## src/rtl/core_sequencer_pkg.sv

```systemverilog
// core_pkg: shared state encodings and constants for the multi-cycle core sequencer.
// Rev 1.0
`default_nettype none

package core_pkg;

  localparam logic [2:0] ST_FETCH     = 3'd0;
  localparam logic [2:0] ST_DECODE    = 3'd1;
  localparam logic [2:0] ST_EXECUTE   = 3'd2;
  localparam logic [2:0] ST_MEMORY    = 3'd3;
  localparam logic [2:0] ST_WRITEBACK = 3'd4;

  typedef enum logic [2:0] {
    S_FETCH     = ST_FETCH,
    S_DECODE    = ST_DECODE,
    S_EXECUTE   = ST_EXECUTE,
    S_MEMORY    = ST_MEMORY,
    S_WRITEBACK = ST_WRITEBACK
  } state_t;

  // addi x0,x0,0: a zero word would decode as a load
  localparam logic [31:0] NOP_INSTR = 32'h0000_0013;

  localparam logic WB_SEL_ALU = 1'b0;
  localparam logic WB_SEL_MEM = 1'b1;

endpackage

`default_nettype wire

```

## src/rtl/core_sequencer_if.sv

```systemverilog
// core_sequencer_if: instruction and data memory request/ready handshakes.
// Rev 1.0
`default_nettype none

interface core_sequencer_if;
  logic        imem_req;
  logic [31:0] imem_addr;
  logic        imem_ready;
  logic [31:0] imem_data;
  logic        dmem_req;
  logic        dmem_we;
  logic [31:0] dmem_addr;
  logic        dmem_ready;
  logic [31:0] dmem_rdata;

  modport master (
    output imem_req, imem_addr,
    input  imem_ready, imem_data,
    output dmem_req, dmem_we, dmem_addr,
    input  dmem_ready, dmem_rdata
  );

  modport slave (
    input  imem_req, imem_addr,
    output imem_ready, imem_data,
    input  dmem_req, dmem_we, dmem_addr,
    output dmem_ready, dmem_rdata
  );
endinterface

`default_nettype wire

```

## src/rtl/core_sequencer_pc_next_unit.sv

```systemverilog
// pc_next_unit: combinational next-PC select (taken branch / jump target, else pc+4).
// Rev 1.0
`default_nettype none

module pc_next_unit (
  input  wire logic [31:0] pc,
  input  wire logic [31:0] target_addr,
  input  wire logic        should_jump,
  input  wire logic        should_branch,
  input  wire logic        branch_taken,
  output logic      [31:0] next_pc
);

  logic redirect;

  assign redirect = should_jump | (should_branch & branch_taken);
  // targets are forced word-aligned; sequential path wraps modulo 2^32
  assign next_pc  = redirect ? {target_addr[31:2], 2'b00} : (pc + 32'd4);

endmodule

`default_nettype wire

```

## src/rtl/core_sequencer.sv

```systemverilog
// core_sequencer: multi-cycle fetch/decode/execute/memory/writeback control FSM.
// Rev 1.0
`default_nettype none

module core_sequencer
  import core_pkg::*;
#(
  parameter logic [31:0] RESET_PC = 32'h0000_0000
) (
  input  wire logic        clk,
  input  wire logic        reset,
  core_sequencer_if.master mem,
  output logic      [31:0] instr,
  input  wire logic        should_read_mem,
  input  wire logic        should_write_mem,
  input  wire logic        should_write_reg,
  input  wire logic        should_branch,
  input  wire logic        should_jump,
  input  wire logic [31:0] alu_result,
  input  wire logic        branch_taken,
  input  wire logic [31:0] target_addr,
  output logic      [31:0] alu_out,
  output logic      [31:0] load_data,
  output logic             reg_we,
  output logic             wb_sel,
  output logic      [31:0] pc,
  output logic             retire,
  output logic      [2:0]  state
);

  state_t      cur_state;
  state_t      nxt_state;
  logic        imem_req_raw;
  logic        dmem_req_raw;
  logic        reg_we_raw;
  logic        retire_raw;
  logic [31:0] pc_next;

  pc_next_unit u_pc_next (
    .pc            (pc),
    .target_addr   (target_addr),
    .should_jump   (should_jump),
    .should_branch (should_branch),
    .branch_taken  (branch_taken),
    .next_pc       (pc_next)
  );

  always_ff @(posedge clk) begin
    if (reset) begin
      cur_state <= S_FETCH;
      pc        <= RESET_PC;
      instr     <= NOP_INSTR;
      alu_out   <= 32'd0;
      load_data <= 32'd0;
    end else begin
      cur_state <= nxt_state;
      if (cur_state == S_FETCH && mem.imem_ready) begin
        instr <= mem.imem_data;
      end
      if (cur_state == S_EXECUTE) begin
        alu_out <= alu_result;
      end
      if (cur_state == S_MEMORY && mem.dmem_ready && should_read_mem) begin
        load_data <= mem.dmem_rdata;
      end
      if (retire_raw) begin
        pc <= pc_next;
      end
    end
  end

  always_comb begin
    nxt_state    = cur_state;
    imem_req_raw = 1'b0;
    dmem_req_raw = 1'b0;
    reg_we_raw   = 1'b0;
    retire_raw   = 1'b0;
    case (cur_state)
      S_FETCH: begin
        imem_req_raw = 1'b1;
        if (mem.imem_ready) begin
          nxt_state = S_DECODE;
        end
      end
      S_DECODE: begin
        nxt_state = S_EXECUTE;
      end
      S_EXECUTE: begin
        if (should_read_mem || should_write_mem) begin
          nxt_state = S_MEMORY;
        end else if (should_write_reg) begin
          nxt_state = S_WRITEBACK;
        end else begin
          retire_raw = 1'b1;
          nxt_state  = S_FETCH;
        end
      end
      S_MEMORY: begin
        dmem_req_raw = 1'b1;
        if (mem.dmem_ready) begin
          if (should_read_mem) begin
            nxt_state = S_WRITEBACK;
          end else begin
            retire_raw = 1'b1;
            nxt_state  = S_FETCH;
          end
        end
      end
      S_WRITEBACK: begin
        reg_we_raw = 1'b1;
        retire_raw = 1'b1;
        nxt_state  = S_FETCH;
      end
      default: begin
        nxt_state = S_FETCH;
      end
    endcase
  end

  // handshake and strobe outputs are forced low while reset is held
  assign mem.imem_req  = imem_req_raw & ~reset;
  assign mem.imem_addr = pc;
  assign mem.dmem_req  = dmem_req_raw & ~reset;
  assign mem.dmem_we   = mem.dmem_req & should_write_mem & ~should_read_mem;
  assign mem.dmem_addr = alu_out;
  assign reg_we        = reg_we_raw & ~reset;
  assign retire        = retire_raw & ~reset;
  assign wb_sel        = should_read_mem ? WB_SEL_MEM : WB_SEL_ALU;
  assign state         = cur_state;

endmodule

`default_nettype wire

```

## src/flat_wrapper.sv

```systemverilog
// flat-port wrapper written by rule: the top's interface ports become plain ports
module core_sequencer_flat import core_pkg::*;
#(
  parameter logic [31:0] RESET_PC = 32'h0000_0000
)
  (clk, reset, instr, should_read_mem, should_write_mem, should_write_reg, should_branch, should_jump, alu_result, branch_taken, target_addr, alu_out, load_data, reg_we, wb_sel, pc, retire, state, mem_imem_req, mem_imem_addr, mem_imem_ready, mem_imem_data, mem_dmem_req, mem_dmem_we, mem_dmem_addr, mem_dmem_ready, mem_dmem_rdata);
  core_sequencer_if mem_i ();
  input  wire logic clk;
  input  wire logic reset;
  output logic      [31:0] instr;
  input  wire logic should_read_mem;
  input  wire logic should_write_mem;
  input  wire logic should_write_reg;
  input  wire logic should_branch;
  input  wire logic should_jump;
  input  wire logic [31:0] alu_result;
  input  wire logic branch_taken;
  input  wire logic [31:0] target_addr;
  output logic      [31:0] alu_out;
  output logic      [31:0] load_data;
  output logic reg_we;
  output logic wb_sel;
  output logic      [31:0] pc;
  output logic retire;
  output logic      [2:0] state;
  output wire logic [$bits(mem_i.imem_req)-1:0] mem_imem_req;
  output wire logic [$bits(mem_i.imem_addr)-1:0] mem_imem_addr;
  input wire logic [$bits(mem_i.imem_ready)-1:0] mem_imem_ready;
  input wire logic [$bits(mem_i.imem_data)-1:0] mem_imem_data;
  output wire logic [$bits(mem_i.dmem_req)-1:0] mem_dmem_req;
  output wire logic [$bits(mem_i.dmem_we)-1:0] mem_dmem_we;
  output wire logic [$bits(mem_i.dmem_addr)-1:0] mem_dmem_addr;
  input wire logic [$bits(mem_i.dmem_ready)-1:0] mem_dmem_ready;
  input wire logic [$bits(mem_i.dmem_rdata)-1:0] mem_dmem_rdata;
  assign mem_imem_req = mem_i.imem_req;
  assign mem_imem_addr = mem_i.imem_addr;
  assign mem_i.imem_ready = mem_imem_ready;
  assign mem_i.imem_data = mem_imem_data;
  assign mem_dmem_req = mem_i.dmem_req;
  assign mem_dmem_we = mem_i.dmem_we;
  assign mem_dmem_addr = mem_i.dmem_addr;
  assign mem_i.dmem_ready = mem_dmem_ready;
  assign mem_i.dmem_rdata = mem_dmem_rdata;
  core_sequencer #(.RESET_PC(RESET_PC)) u_core (.clk(clk), .reset(reset), .mem(mem_i), .instr(instr), .should_read_mem(should_read_mem), .should_write_mem(should_write_mem), .should_write_reg(should_write_reg), .should_branch(should_branch), .should_jump(should_jump), .alu_result(alu_result), .branch_taken(branch_taken), .target_addr(target_addr), .alu_out(alu_out), .load_data(load_data), .reg_we(reg_we), .wb_sel(wb_sel), .pc(pc), .retire(retire), .state(state));
endmodule
```

## config.mk

```make
export PLATFORM = sky130hd
export DESIGN_NAME = core_sequencer_flat
export DESIGN_NICKNAME = d
export VERILOG_FILES = /design/src/rtl/core_sequencer_pkg.sv /design/src/rtl/core_sequencer_if.sv /design/src/rtl/core_sequencer_pc_next_unit.sv /design/src/rtl/core_sequencer.sv /design/src/flat_wrapper.sv
export SDC_FILE = /design/constraint.sdc
export NUM_CORES = 1
export LEC_CHECK = 0
export BUFFER_PORTS_ARGS = -buffer_cell sky130_fd_sc_hd__buf_2
export CORE_AREA = 5 5 130 132
export DETAILED_ROUTE_END_ITERATION = 6
export DIE_AREA = 0 0 135 137
export GPL_TIMING_DRIVEN = 0
export HOLD_SLACK_MARGIN = 0.02
export PLACE_DENSITY = 0.71
export SLEW_MARGIN = 30
export SYNTH_ARGS = -nofsm -noshare
export SYNTH_HDL_FRONTEND = slang
export SYNTH_SLANG_ARGS = --single-unit
```

## constraint.sdc

```tcl
create_clock -name clk -period 2.4 [get_ports clk]
set_clock_uncertainty 0.15 [all_clocks]
set_input_delay 0.24 -clock clk [delete_from_list [all_inputs] [get_ports clk]]
set_output_delay 0.24 -clock clk [all_outputs]
set_load 0.05 [all_outputs]
```

[After elaboration in Yosys (flattened, before gate mapping)]
Index checks and enable logic that the tools add are counted.
Word-level totals
  register bits: 131
  bits of input ports: 138
  output and inout bits: 201
  word-level logic and storage cells: 44
Cells by class
  add/sub/neg operators: 1
  equality and inequality tests: 6
  multiplexer cells: 16
  bitwise logic cells: 10
  reductions and logical operators: 6
Operator list (number)
  $add A32 B3 Y32 const B: 1
  $mux W32: 1
  $mux W3: 5
  $pmux W3 S4: 1
  $mux W1: 8
  $and A1 B1 Y1: 7
  $eq A3 B2 Y1 const B: 2
  $ne A2 B2 Y1 const B: 2
  $eq A3 B1 Y1 const B: 1
  $eq A3 B3 Y1 const B: 1
  $logic_and A1 B1 Y1: 3
  $logic_not A3 Y1: 1
  $pmux W1 S3: 1
  $not A1 Y1: 2
  $reduce_and A2 Y1: 1
  $logic_or A1 B1 Y1: 1
  $or A1 B1 Y1: 1

[Logic depth before layout (Yosys ltp)]
  depth in word-level cells: 5
  gate-level depth with buffers: 8
  depth with buffers taken out: 6

[Cells and area by module]
From an unflattened synthesis, not the netlist that was laid out.
Second synthesis, totals
  cells, all modules: 821
  area total of the unflattened synthesis: 6418.7 µm²
Modules (own cells, without submodules)
  core_sequencer: instances 1, cells each 654, area an instance 5462.7 µm², seq. area each 2622.5 µm²
  pc_next_unit: instances 1, cells each 167, area an instance 955.9 µm², seq. area each 0.0 µm²

[Least setup slack after synthesis]
Ideal clock, no wire load.
  path kind: register -> output
  from: reg u_core.cur_state[2] (netlist: u_core.state[2])
  to: out reg_we
  data arrival time: 2.639 ns
  setup slack: -0.629 ns
  cell stages (with the launch flop): 3
  cell sequence: dfxtp_1 > clkbuf_1 > nor4b_1
Between the ends
  cells in the longest elaborated chain, start to end: 3
RTL lines
  start: declaration: RTL line core_sequencer.sv:31  | state_t cur_state;
  start signal: assignment: RTL line core_sequencer.sv:56  | cur_state <= nxt_state;
  $eq A3 B3 Y1: RTL line core_sequencer.sv:78  | case (cur_state)
  $mux W1: RTL line core_sequencer.sv:78
  $and A1 B1 Y1: RTL line core_sequencer.sv:126  | assign reg_we = reg_we_raw & ~reset;
  end: declaration: RTL line flat_wrapper.sv:21  | output logic reg_we;
Every way passes these cells.

[Final worst setup path]
  from: reg u_core.cur_state[1] (netlist: u_core.state[1])
  to: out retire
Between the ends
  cells in the longest elaborated chain, start to end: 3
  elaborated cells on any way between the ends: 5
RTL lines
  $eq A3 B3 Y1 / $eq A3 B2 Y1 (equally long branches): RTL line core_sequencer.sv:78
  $pmux W1 S3 *: RTL line core_sequencer.sv:78
  $and A1 B1 Y1 *: RTL line core_sequencer.sv:127  | assign retire = retire_raw & ~reset;
  end: declaration: RTL line flat_wrapper.sv:24  | output logic retire;
Mark *: on every way between the ends. The rest lies on a longest branch, timed or not.

==> results.json <==
{
  "final_hold_viol_count": 0,
  "coreArea_um2": 15600,
  "crit_start": "u_core.state[1]",
  "grtUsageMet3": 0.0676,
  "vias_per_cell": 4.96,
  "hold_class": "in -> reg",
  "p_leak_nw": 4.62,
  "cp-start-kind": "register",
  "syn_inst": 786,
  "vias": 7321,
  "cp.required_ns": 2.01,
  "die_w_um": 135,
  "grt_max_degree": 17,
  "port-buffer-count": 331,
  "rsz0062_at_grt": "yes",
  "grt_pass1_vias": 7226,
  "max_cap_violations": 0,
  "cp-end-kind": "output pin",
  "drtIter0Drc": 391,
  "die_area_um2": 18500,
  "grt.busiest_layer": "met2",
  "reg2reg_from": "u_core.mem.imem_addr[3]",
  "ys.flop_type": "dfxtp_1",
  "place_congestion": 0.856,
  "yosysWarnings": 0,
  "rows": 46,
  "p_sw_frac": 0.305,
  "antenna_found_initial": 0,
  "ios": 339,
  "setup_tns_ns": 0,
  "grt_util_met1": 0.285,
  "post-route-period-util": 0.961,
  "crit_type": "reg -> out",
  "ff_latch_area_um2": 2580,
  "status": "completed",
  "dp.cells": 1336,
  "cts.clk_slew.worst_paths_ns": 0.06,
  "hold_ws_ns": 0.0458,
  "htreeDepth": 4,
  "internal_power_mw": 4.36,
  "r2r_slack_ns": 0.17,
  "die_y_um": 137,
  "worst_pin_slew_ns": 0.712,
  "synth.distinct_cells": 52,
  "pwr-share-comb": 0.201,
  "power_mw": 6.28,
  "p_switching_mw": 1.91,
  "cts_made_buffers": 17,
  "drv_slew": 0,
  "cts_tree": "yes",
  "gr-usage-all-layers": 0.250,
  "wl_mm": 24.1,
  "wl_per_cell_um": 16.3,
  "clk_latency_ns": 0.41,
  "setup_violations": 0,
  "r2r-end": "u_core.mem.imem_addr[28]",
  "synth-seq-area-share": 0.433,
  "hpwl_mm": 17.0,
  "drc": 0,
  "layout.nets": 1386,
  "synthesis.area_um2": 5960,
  "ir_worst_vdd_mv": 0.432,
  "synthToLayoutAreaGrowth_pct": 62.3,
  "rr_worst_depth": 7,
  "cts_buffer_depth": 2,
  "clkSinkCount": 129,
  "ys_ff_latch": 129,
  "powerDensity_nw_per_um2": 648,
  "layout-drive-gt1-share": 0.365,
  "pre_cts_ws_ns": -0.209,
  "fin_ws_ns": 0.0940,
  "grt_pass1_wl_mm": 36.9,
  "design_area_um2": 9680,
  "multi_input_area_um2": 2720,
  "max_freq_mhz": 434,
  "endpoint": "retire",
  "start_util": 0.382,
  "synth_edf_count": 0,
  "diodes": 0,
  "finalCriticalPeriod_ns": 2.31,
  "stdcell_count": 1476,
  "synth-async-reset-ratio": 0,
  "arrival_ns": 1.92,
  "cp_max_fo": 10,
  "cts-root-buf": "clkbuf_16",
  "antenna_left": 0,
  "grt.met2_usage": 0.440,
  "syn_avg_cell_area_um2": 7.59,
  "dr.pass1.iters": 5,
  "final_util": 0.621,
  "fillerInstances": 1395,
  "p_seq_frac": 0.365,
  "place_area_um2": 7920,
  "grt_overflow": 0,
  "relSlewSlack": 0.525,
  "p_clk_frac": 0.434
}
==> synth_stat cells, types with 5 or more instances <==
cell type | number | area share
a211oi_1 | 7 | 0.0088
a21o_1 | 8 | 0.010
a21oi_1 | 121 | 0.10
a31oi_1 | 7 | 0.0073
and3_1 | 10 | 0.010
buf_2 | 6 | 0.0050
buf_4 | 67 | 0.084
clkbuf_1 | 51 | 0.032
dfxtp_1 | 129 | 0.43
nand2_1 | 222 | 0.14
nand3_1 | 19 | 0.016
nand3b_1 | 5 | 0.0063
nand4_1 | 10 | 0.010
nor2_1 | 28 | 0.018
nor3_1 | 10 | 0.0084
o211ai_1 | 5 | 0.0063
o21ai_0 | 15 | 0.013
or3_1 | 5 | 0.0052
or4_1 | 5 | 0.0063
==> registers in the layout, indices dropped and copies added (netlist names) <==
register,cells
u_core.alu_out,32
u_core.instr,32
u_core.mem.imem_addr,30
u_core.state,3
u_core.load_data,32
==> per-layer routing <==
metal / wire length (um) / vias up
li1: - / 3543
met1: 9050 / 3339
met2: 12100 / 382
met3: 2200 / 57
met4: 763 / 0
met5: 0 / -
==> kinds of logic (layout without fill, tap and decap cells) <==
| group | count (synthesis) | after routing | synth area share |
|---|---|---|---|
| adder cells (fa/ha/maj) | 1 | 1 | 0.00210 |
| AO/OA/AOI/OAI | 190 | 190 | 0.185 |
| multiplexers | 2 | 2 | 0.00336 |
| flip-flops | 129 | 129 | 0.433 |
| buffers and inverters | 125 | 596 | 0.122 |
| AND/OR/NAND/NOR | 338 | 338 | 0.254 |
| other | 1 | 4 | 0.000629 |
==> power by group through the flow <==
stage                     clock network, mW  registers (mW)  logic, mW
after floorplan                           0            2.61      0.474
after global placement                    0            2.33       1.10
after detailed placement                  0            2.33       1.10
after CTS                              2.77            2.29       1.24
after global routing                   2.86            2.30       1.34
final                                  2.73            2.29       1.26
==> critical path: stages, from the launching register on <==
cell,delay [ns]
dfxtp_1,0.33
buf_2,0.19
o21ai_1,0.19
o221ai_2,0.15
buf_4,0.21
clkbuf_8,0.19
nor2_4,0.09
buf_6,0.16
==> layout by cell type (no fill, tap or decap), drive strengths merged, types with 5 or more instances in the layout <==
cell type      n
nand2        222
and3          10
dlygate4sd3  106
nand3         21
a211oi         7
nor3          12
a21o           8
clkbuf        68
nand3b         5
dfxtp        129
buf          408
nand4         11
o211ai         5
inv            7
nor4           5
a31oi          7
a21oi        121
or4            5
or3            5
o21ai         17
nor2          28
==> area by class of cell <==
class	count	share of cell area
Timing Repair Buffer	439	0.283
Multi-Input combinational cell	535	0.281
Sequential cell	129	0.267
Buffer	124	0.0767
Clock buffer	19	0.0468
Tap cell	216	0.0279
Clock inverter	13	0.0178
Inverter	1	0.000388
==> what timing repair did <==
action	4_1_cts	5_1_grt
pin swaps	0	2
hold buffers	106	0
hold endpoints to repair	106	0
setup endpoints to repair	16	32
setup buffers	0	2
gates resized for setup	11	9
==> worst min-delay path by stage <==
| stage | start | endpoint | slack [ns] | depth (start not counted) |
|---|---|---|---|---|
| 3_3_place_gp | u_core.load_data[27] | u_core.load_data[27] | 0.29 | 2 |
| 4_1_cts | target_addr[6] | u_core.mem.imem_addr[6] | 0.03 | 4 |
| 6_report | should_read_mem | u_core.state[2] | 0.05 | 3 |
| 2_1_floorplan | mem_imem_data[0] | u_core.instr[0] | 0.21 | 2 |
| 5_1_grt | target_addr[9] | u_core.mem.imem_addr[9] | 0.05 | 3 |
| 3_5_place_dp | u_core.load_data[4] | u_core.load_data[4] | 0.29 | 2 |
(Power assumes the default switching activity.)
